**src/rtl/clock_period_meter.sv**
```systemverilog
// clock_period_meter
//   Measures the half-period of a divided square wave (slow_in) in cycles of
//   the fast clock, and reports the equivalent scaler setting (half-period - 1)
//   once two consecutive half-periods agree.
//
// Parameters
//   SCALER_WIDTH  scaler_out and the interval counter are SCALER_WIDTH+1 bits.
//
// Ports
//   clk           fast system clock, all logic on posedge
//   rst_n         asynchronous active-low reset
//   slow_in       divided clock, asynchronous to clk
//   rise_tick     1-cycle pulse per accepted rising edge of slow_in
//   fall_tick     1-cycle pulse per accepted falling edge of slow_in
//   scaler_out    recovered scaler value, changes only on entry to lock
//   scaler_valid  high while locked
//   timeout       1-cycle pulse when the counter saturates without an edge
//
// Build option
//   CLOCK_PERIOD_METER_GLITCH_FILTER_EN : adds a persistence filter after the
//   synchronizer so single-cycle pulses are rejected (one extra cycle of edge
//   latency, minimum measurable interval becomes 2).
module clock_period_meter #(
  parameter int SCALER_WIDTH = 31
) (
  input  logic                  clk,
  input  logic                  rst_n,
  input  logic                  slow_in,
  output logic                  rise_tick,
  output logic                  fall_tick,
  output logic [SCALER_WIDTH:0] scaler_out,
  output logic                  scaler_valid,
  output logic                  timeout
);

  localparam int            CW      = SCALER_WIDTH + 1;
  localparam logic [CW-1:0] CNT_MAX = '1;
  localparam logic [CW-1:0] CNT_ONE = CW'(1);
  localparam logic [CW-1:0] CNT_PRE = CNT_MAX - CNT_ONE;

  typedef enum logic [1:0] {IDLE, MEASURE, LOCKED} state_t;

  state_t        state;
  logic          s1, s2, s3;
  logic          lvl;
  logic          edge_det;
  logic [CW-1:0] cnt;
  logic [CW-1:0] last_n;

`ifdef CLOCK_PERIOD_METER_GLITCH_FILTER_EN
  logic f;

  // f only follows s2 when s1 already agrees, i.e. the new level has been
  // present on two consecutive samples; a lone 1-cycle pulse never lands.
  always_ff @(posedge clk or negedge rst_n) begin
    if (!rst_n) begin
      s1 <= 1'b0;
      s2 <= 1'b0;
      f  <= 1'b0;
      s3 <= 1'b0;
    end else begin
      s1 <= slow_in;
      s2 <= s1;
      if (s1 == s2) f <= s2;
      s3 <= f;
    end
  end

  assign lvl = f;
`else
  always_ff @(posedge clk or negedge rst_n) begin
    if (!rst_n) begin
      s1 <= 1'b0;
      s2 <= 1'b0;
      s3 <= 1'b0;
    end else begin
      s1 <= slow_in;
      s2 <= s1;
      s3 <= s2;
    end
  end

  assign lvl = s2;
`endif

  // s3 is the previously accepted level; any difference is an edge.
  assign edge_det = lvl ^ s3;

  always_ff @(posedge clk or negedge rst_n) begin
    if (!rst_n) begin
      state        <= IDLE;
      cnt          <= '0;
      last_n       <= '0;
      scaler_out   <= '0;
      scaler_valid <= 1'b0;
      rise_tick    <= 1'b0;
      fall_tick    <= 1'b0;
      timeout      <= 1'b0;
    end else begin
      rise_tick <= edge_det & lvl;
      fall_tick <= edge_det & ~lvl;
      timeout   <= 1'b0;
      if (edge_det) begin
        // cnt holds the distance to the previous edge; restart at 1 so the
        // next edge N cycles later sees exactly N.
        cnt <= CNT_ONE;
        case (state)
          IDLE: state <= MEASURE;
          MEASURE: begin
            last_n <= cnt;
            if (cnt == last_n) begin
              state        <= LOCKED;
              scaler_out   <= cnt - CNT_ONE;
              scaler_valid <= 1'b1;
            end
          end
          LOCKED: begin
            last_n <= cnt;
            if (cnt != last_n) begin
              state        <= MEASURE;
              scaler_valid <= 1'b0;
            end
          end
          default: state <= IDLE;
        endcase
      end else begin
        if (cnt != CNT_MAX) cnt <= cnt + CNT_ONE;
        // Fire only on the step into saturation, so a long stall pulses once.
        // An edge in this same cycle takes the other branch and wins.
        if (cnt == CNT_PRE) begin
          timeout      <= 1'b1;
          state        <= IDLE;
          scaler_valid <= 1'b0;
          last_n       <= '0;
        end
      end
    end
  end

endmodule
```
**config.mk**
```make
export PLATFORM = sky130hd
export DESIGN_NAME = clock_period_meter
export DESIGN_NICKNAME = d
export VERILOG_FILES = /design/src/rtl/clock_period_meter.sv
export SDC_FILE = /design/constraint.sdc
export NUM_CORES = 1
export LEC_CHECK = 0
export BUFFER_PORTS_ARGS = -buffer_cell sky130_fd_sc_hd__buf_2
export CAP_MARGIN = 20
export CORE_UTILIZATION = 61
export DETAILED_ROUTE_END_ITERATION = 12
export GPL_ROUTABILITY_DRIVEN = 0
export PLACE_DENSITY = 0.8
export SLEW_MARGIN = 40
export SYNTH_ARGS = -nofsm -noshare
export SYNTH_HDL_FRONTEND = slang
export SYNTH_SLANG_ARGS = --single-unit
export TNS_END_PERCENT = 1
```
**constraint.sdc**
```tcl
create_clock -name clk -period 2.4 [get_ports clk]
set_input_delay 0.48 -clock clk [delete_from_list [all_inputs] [get_ports clk]]
set_output_delay 0.48 -clock clk [all_outputs]
set_load 0.02 [all_outputs]
```
==> impl_metrics.ini, run 1 <==
[run_status]
status = complete, but fails checks
violations = design-rule violations

[setup_path]
worstSetupPathDepth = 7
cp_max_fo = 6
critPathCaptureType = register
reg2reg_depth = 7
crit_buf_inv = 1
critPathKind = reg2reg
critical_path.cell_chain = buf_4 > or3_1 > nor3_4 > nand2_2 > or4_1 > xnor2_1 > mux2_1
start_kind = register
cp.arrival_ps = 2640
crit_path_max_incr_delay_ps = 460
critPathTopFamily = simple AND/OR/NAND/NOR gates
slowest_stage = dfrtp_2
cp_data_required_time_ps = 2650

[sta]
finalCritPeriodShare_pct = 99.6
drv_slew = 0
max_slew_margin_pct = 60.3
finalHoldViolCount = 0
finalClockSkew_ps = 14.1
final-setup-viol-count = 0
finalCriticalPeriod_ps = 2390
grt_setup_unrepaired = yes
worstMarginPinSlew_ps = 595
hold_ws_ps = 112
fin_setup_tns_ps = 0
timing.fmax_mhz = 418
layout_setup_ws_ps = 9.54

[floorplan]
std_cell_rows = 35
design.portCount = 39
dieWidth_um = 99.2
fp.coreArea_um2 = 9200
start_util_pct = 62.7
die_area_um2 = 9840
die_y_um = 99.2

[cts]
worst_skew_pair.late_latency_ps = 370
cts_tree = yes
ctsHoldBuffers = 0
clockBufferDepth = 2
h-tree-depth = 3
cts_sinks = 105
cts_inserted_buffers = 9
cts_root_buf = clkbuf_8
clkTransAtPathRegs_ps = 100

[layout]
final_common_cell = dfrtp_1
fin_area_um2 = 6580
fin_cells = 754
nets = 649
drive_above_1_share_pct = 24.4
area_delta_synth_final_pct = 14.1
most-common-layout-cells = dfrtp_1 (98), nand2_1 (86), buf_4 (51)
fin_util_pct = 71.5
fillers = 643
antenna_cells = 0

[synth]
synth_flop_cell = dfrtp_1
syn_inst = 582
synthTopCellsByArea = dfrtp_1 (46%), xnor2_1 (7.1%), nand2_1 (5.6%), xor2_1 (5.0%), mux2_1 (3.9%)
syn_area_um2 = 5760
yosys.area.top_type = dfrtp_1
postSynth.asyncResetShare_pct = 100
ys_types = 53
synth_edf_count = 0
synth_nets = 593
synth_top_area_share_pct = 45.6
post_synth.cell_area_avg_um2 = 9.90
ys_warn_count = 0
ys_ff_latch = 105
ys_seq_area_share_pct = 45.6

[placed_design]
dp.cells = 728
dp_hpwl_um = 9050
dp_slack_ps = 72.4
postPlaceCellArea_um2 = 6190
io_buffers = 38

[grt]
track_usage_pct = 28.7
use_met2_pct = 45.1
grt_antenna_before_repair = 0
grt_util_met1_pct = 39.5
grt_pass1_vias = 4317
busiest_layer = met2
overflow = 0
grt.met3_usage_pct = 5.48
grt_max_degree = 47
grt_pass1_wl_um = 21700

[detailed_routing]
wl_per_cell_um = 18.2
num_vias = 4495
route.detailed.drc = 2
dr.pass1.iters = 9
viasPerCell = 5.96
drtAntennaViolNets = 0
wl_um = 13700
drtIter0Drc = 476

[job]
max_cap_viol_count = 0

[min_path]
hp-class = in2async

[power]
vdd_drop_max_mv = 0.548
leakage_nw = 3.07
powerDensity_nw_per_um2 = 809
p_total_mw = 5.32
sequential cells by signal, indices dropped and copies added (netlist names), 2 cells and up:
| name | flops |
|---|---|
| scaler_out | 32 |
| last_n | 32 |
| state | 2 |
| cnt | 32 |
cell usage after synthesis, drive strengths merged (2+ instances only):
cell type	number
and3	5
o22ai	4
buf	39
a31oi	3
or4	2
nor2	45
xor2	33
dfrtp	105
o31ai	4
and2	6
inv	8
nand4b	3
a21oi	10
o21a	2
and4	3
clkbuf	12
or3	9
nand4	20
o21ai	39
nor3	14
ha	8
and2b	2
nand2	87
xnor2	47
mux2	31
nor4	6
nand3	24
report_power, final:
part	total [mW]	switching [mW]	internal [mW]	leakage (nW)
clock	1.12	0.609	0.509	0.0953
sequential	2.23	0.176	2.05	1.41
combinational	1.97	1.14	0.838	1.56
total	5.32	1.92	3.40	3.07
per-layer routing:
metal  vias to the layer above  routed length, µm
li1                       2069                  -
met1                      2178               5640
met2                       220               6650
met3                        28               1070
met4                         0                366
met5                         -                  0
final timing paths:
check | start | slack, ps | to
max reg2reg | cnt[11] | 10 | scaler_out[17]
min reg2reg | s1 | 360 | lvl
min | rst_n | 110 | cnt[3]
max | cnt[11] | 10 | scaler_out[17]
min in group clk | slow_in | 210 | s1
max in group asynchronous | rst_n | 1650 | cnt[23]
kinds of logic after synthesis:
logic type / count (synthesis) / synth area share [%]
AOI/OAI and AO/OA: 68 / 6.71
muxes: 32 / 6.88
adders and majority gates: 8 / 1.74
buffers and inverters: 60 / 6.06
DFF: 105 / 45.6
and+or+nand+nor: 229 / 20.8
xor gates and xnor gates: 80 / 12.2
layout make-up:
cell class	instances	area [µm²]	share of cell area, %
repair buffers	96	734	11.2
well taps	111	139	2.11
clock inverters	5	55.1	0.837
multi-input cells	417	2840	43.1
flip-flops and latches	105	2640	40.1
clock buffers	11	141	2.15
inverters	9	33.8	0.514
timing repair:
item,in CTS,in global routing
gates resized for setup,0,18
endpoints found under the hold margin,0,0
setup buffers,0,6
endpoints found under the setup margin,0,35
No activity file was read; power rests on OpenSTA's default activity.
==> run 2: changes to the inputs <==
--- a/config.mk
+++ b/config.mk
@@ -7,10 +7,12 @@
 export LEC_CHECK = 0
 export BUFFER_PORTS_ARGS = -buffer_cell sky130_fd_sc_hd__buf_2
 export CAP_MARGIN = 20
-export CORE_UTILIZATION = 61
+export CELL_PAD_IN_SITES_DETAIL_PLACEMENT = 1
+export CELL_PAD_IN_SITES_GLOBAL_PLACEMENT = 2
+export CORE_UTILIZATION = 39
 export DETAILED_ROUTE_END_ITERATION = 12
 export GPL_ROUTABILITY_DRIVEN = 0
-export PLACE_DENSITY = 0.8
+export PLACE_DENSITY_LB_ADDON = 0.1
 export SLEW_MARGIN = 40
 export SYNTH_ARGS = -nofsm -noshare
 export SYNTH_HDL_FRONTEND = slang
==> run 2 against run 1 <==
- the run now ends clean
- combinational power hardly changed
- global-route usage is 5.6 points lower
- utilization is 24 points lower
- critical endpoint unchanged
==> impl_metrics.ini, run 2 (same netlist as run 1, synthesis figures left out) <==
[cts]
h-tree-depth = 3
cts_tree = yes
clockBufferDepth = 2
worst_skew_pair.late_latency_ps = 360
cts_root_buf = clkbuf_16
cts_inserted_buffers = 9
clkTransAtPathRegs_ps = 80
cts_sinks = 105

[layout]
regArea_um2 = 2640
final_common_cell = dfrtp_1
drive_above_1_share_pct = 25.8
area_delta_synth_final_pct = 18.4
nets = 658
biggestRegsByFlops = cnt x32, last_n x32, scaler_out x32
multi_input_area_um2 = 2850
fillers = 1629
fin_util_pct = 47.1
antenna_cells = 0
most-common-layout-cells = dfrtp_1 (99), nand2_1 (86), buf_4 (63)

[min_path]
hp-class = in2async

[floorplan]
std_cell_rows = 44
fp.coreArea_um2 = 14500
die_area_um2 = 15300
dieWidth_um = 124
design.portCount = 39
start_util_pct = 39.8
die_y_um = 124

[setup_path]
start_kind = register
cp_data_required_time_ps = 2640
critical_path.cell_chain = or3_4 > nor3_4 > nand2_2 > or4_1 > xnor2_1 > mux2_1
critPathKind = reg2reg
cp_max_fo = 9
critPathCaptureType = register
cp.arrival_ps = 2540
crit_buf_inv = 0
slowest_stage = dfrtp_2
critPathTopFamily = simple AND/OR/NAND/NOR gates
crit_path_max_incr_delay_ps = 490

[detailed_routing]
num_vias = 4396
viasPerCell = 5.26
drtIter0Drc = 171
route.detailed.drc = 0
drtAntennaViolNets = 0
dr.pass1.iters = 4
wl_per_cell_um = 19.4
wl_um = 16200

[sta]
fin_setup_tns_ps = 0
max_slew_margin_pct = 61.8
timing.fmax_mhz = 435
drv_slew = 0
finalClockSkew_ps = 11.2
final-setup-viol-count = 0
finalCritPeriodShare_pct = 95.7
finalCriticalPeriod_ps = 2300
hold_ws_ps = 17.0
worstMarginPinSlew_ps = 571
grt_setup_unrepaired = yes
finalHoldViolCount = 0

[grt]
grt_antenna_before_repair = 0
grt_max_degree = 45
track_usage_pct = 23.1
overflow = 0
grt_pass1_vias = 4693
grt_pass1_wl_um = 26000

[power]
vdd_drop_max_mv = 0.638
leakage_nw = 3.17
powerDensity_nw_per_um2 = 850
p_total_mw = 5.80

[run_status]
status = complete, no violations

[placed_design]
io_buffers = 38
dp_hpwl_um = 11300

[job]
max_cap_viol_count = 0
==> run 2: final cells by class <==
type / instances / share of cell area (%)
Clock inverter: 6 / 1.21
Timing Repair Buffer: 105 / 11.2
Inverter: 9 / 0.495
Sequential cell: 105 / 38.6
Clock buffer: 10 / 3.36
Tap cell: 184 / 3.37
Multi-Input combinational cell: 417 / 41.8
==> run 2: final timing paths <==
| path | startpoint | to | slack (ps) | cells after the start |
|---|---|---|---|---|
| max | cnt[9] | scaler_out[17] | 100 | 6 |
| min | rst_n | last_n[1] | 20 | 1 |
| max reg2reg | cnt[9] | scaler_out[17] | 100 | 6 |
| min reg2reg | s1 | lvl | 370 | 0 |
| max in group asynchronous | rst_n | cnt[22] | 1760 | 2 |
| min in group clk | slow_in | s1 | 220 | 1 |
==> run 2: routing by layer <==
layer  wire length, µm  vias up  GRT usage, %
li1                  -     2077             -
met1              7940     2244          31.2
met2              7600       59          37.5
met3               442       16          4.94
met4               196        0          5.72
met5                 0        -             0
==> run 2: timing repair <==
action                                  CTS  global route
cloned                                    0             1
buffers inserted                          1             2
gates resized for setup                   0            17
pin swaps                                 0             2
hold buffers                              0             0
endpoints found under the setup margin    1            54
==> run 2: metrics by stage <==
stage / area (µm²) / worst slack (ps) / std cells
3_3_place_gp: 6400 / 61.5 / 816
6_report: 6820 / 103 / 836
4_1_cts: 6720 / 2.07 / 833
2_1_floorplan: 5760 / 199 / 582
3_5_place_dp: 6400 / -10.3 / 816
5_1_grt: 6820 / -1.46 / 836
==> run 2: power breakdown <==
part	leakage (nW)	internal, mW	switching, mW
clock network	0.152	0.910	0.693
registers	1.41	2.05	0.178
logic	1.60	0.801	1.17
total	3.17	3.76	2.04
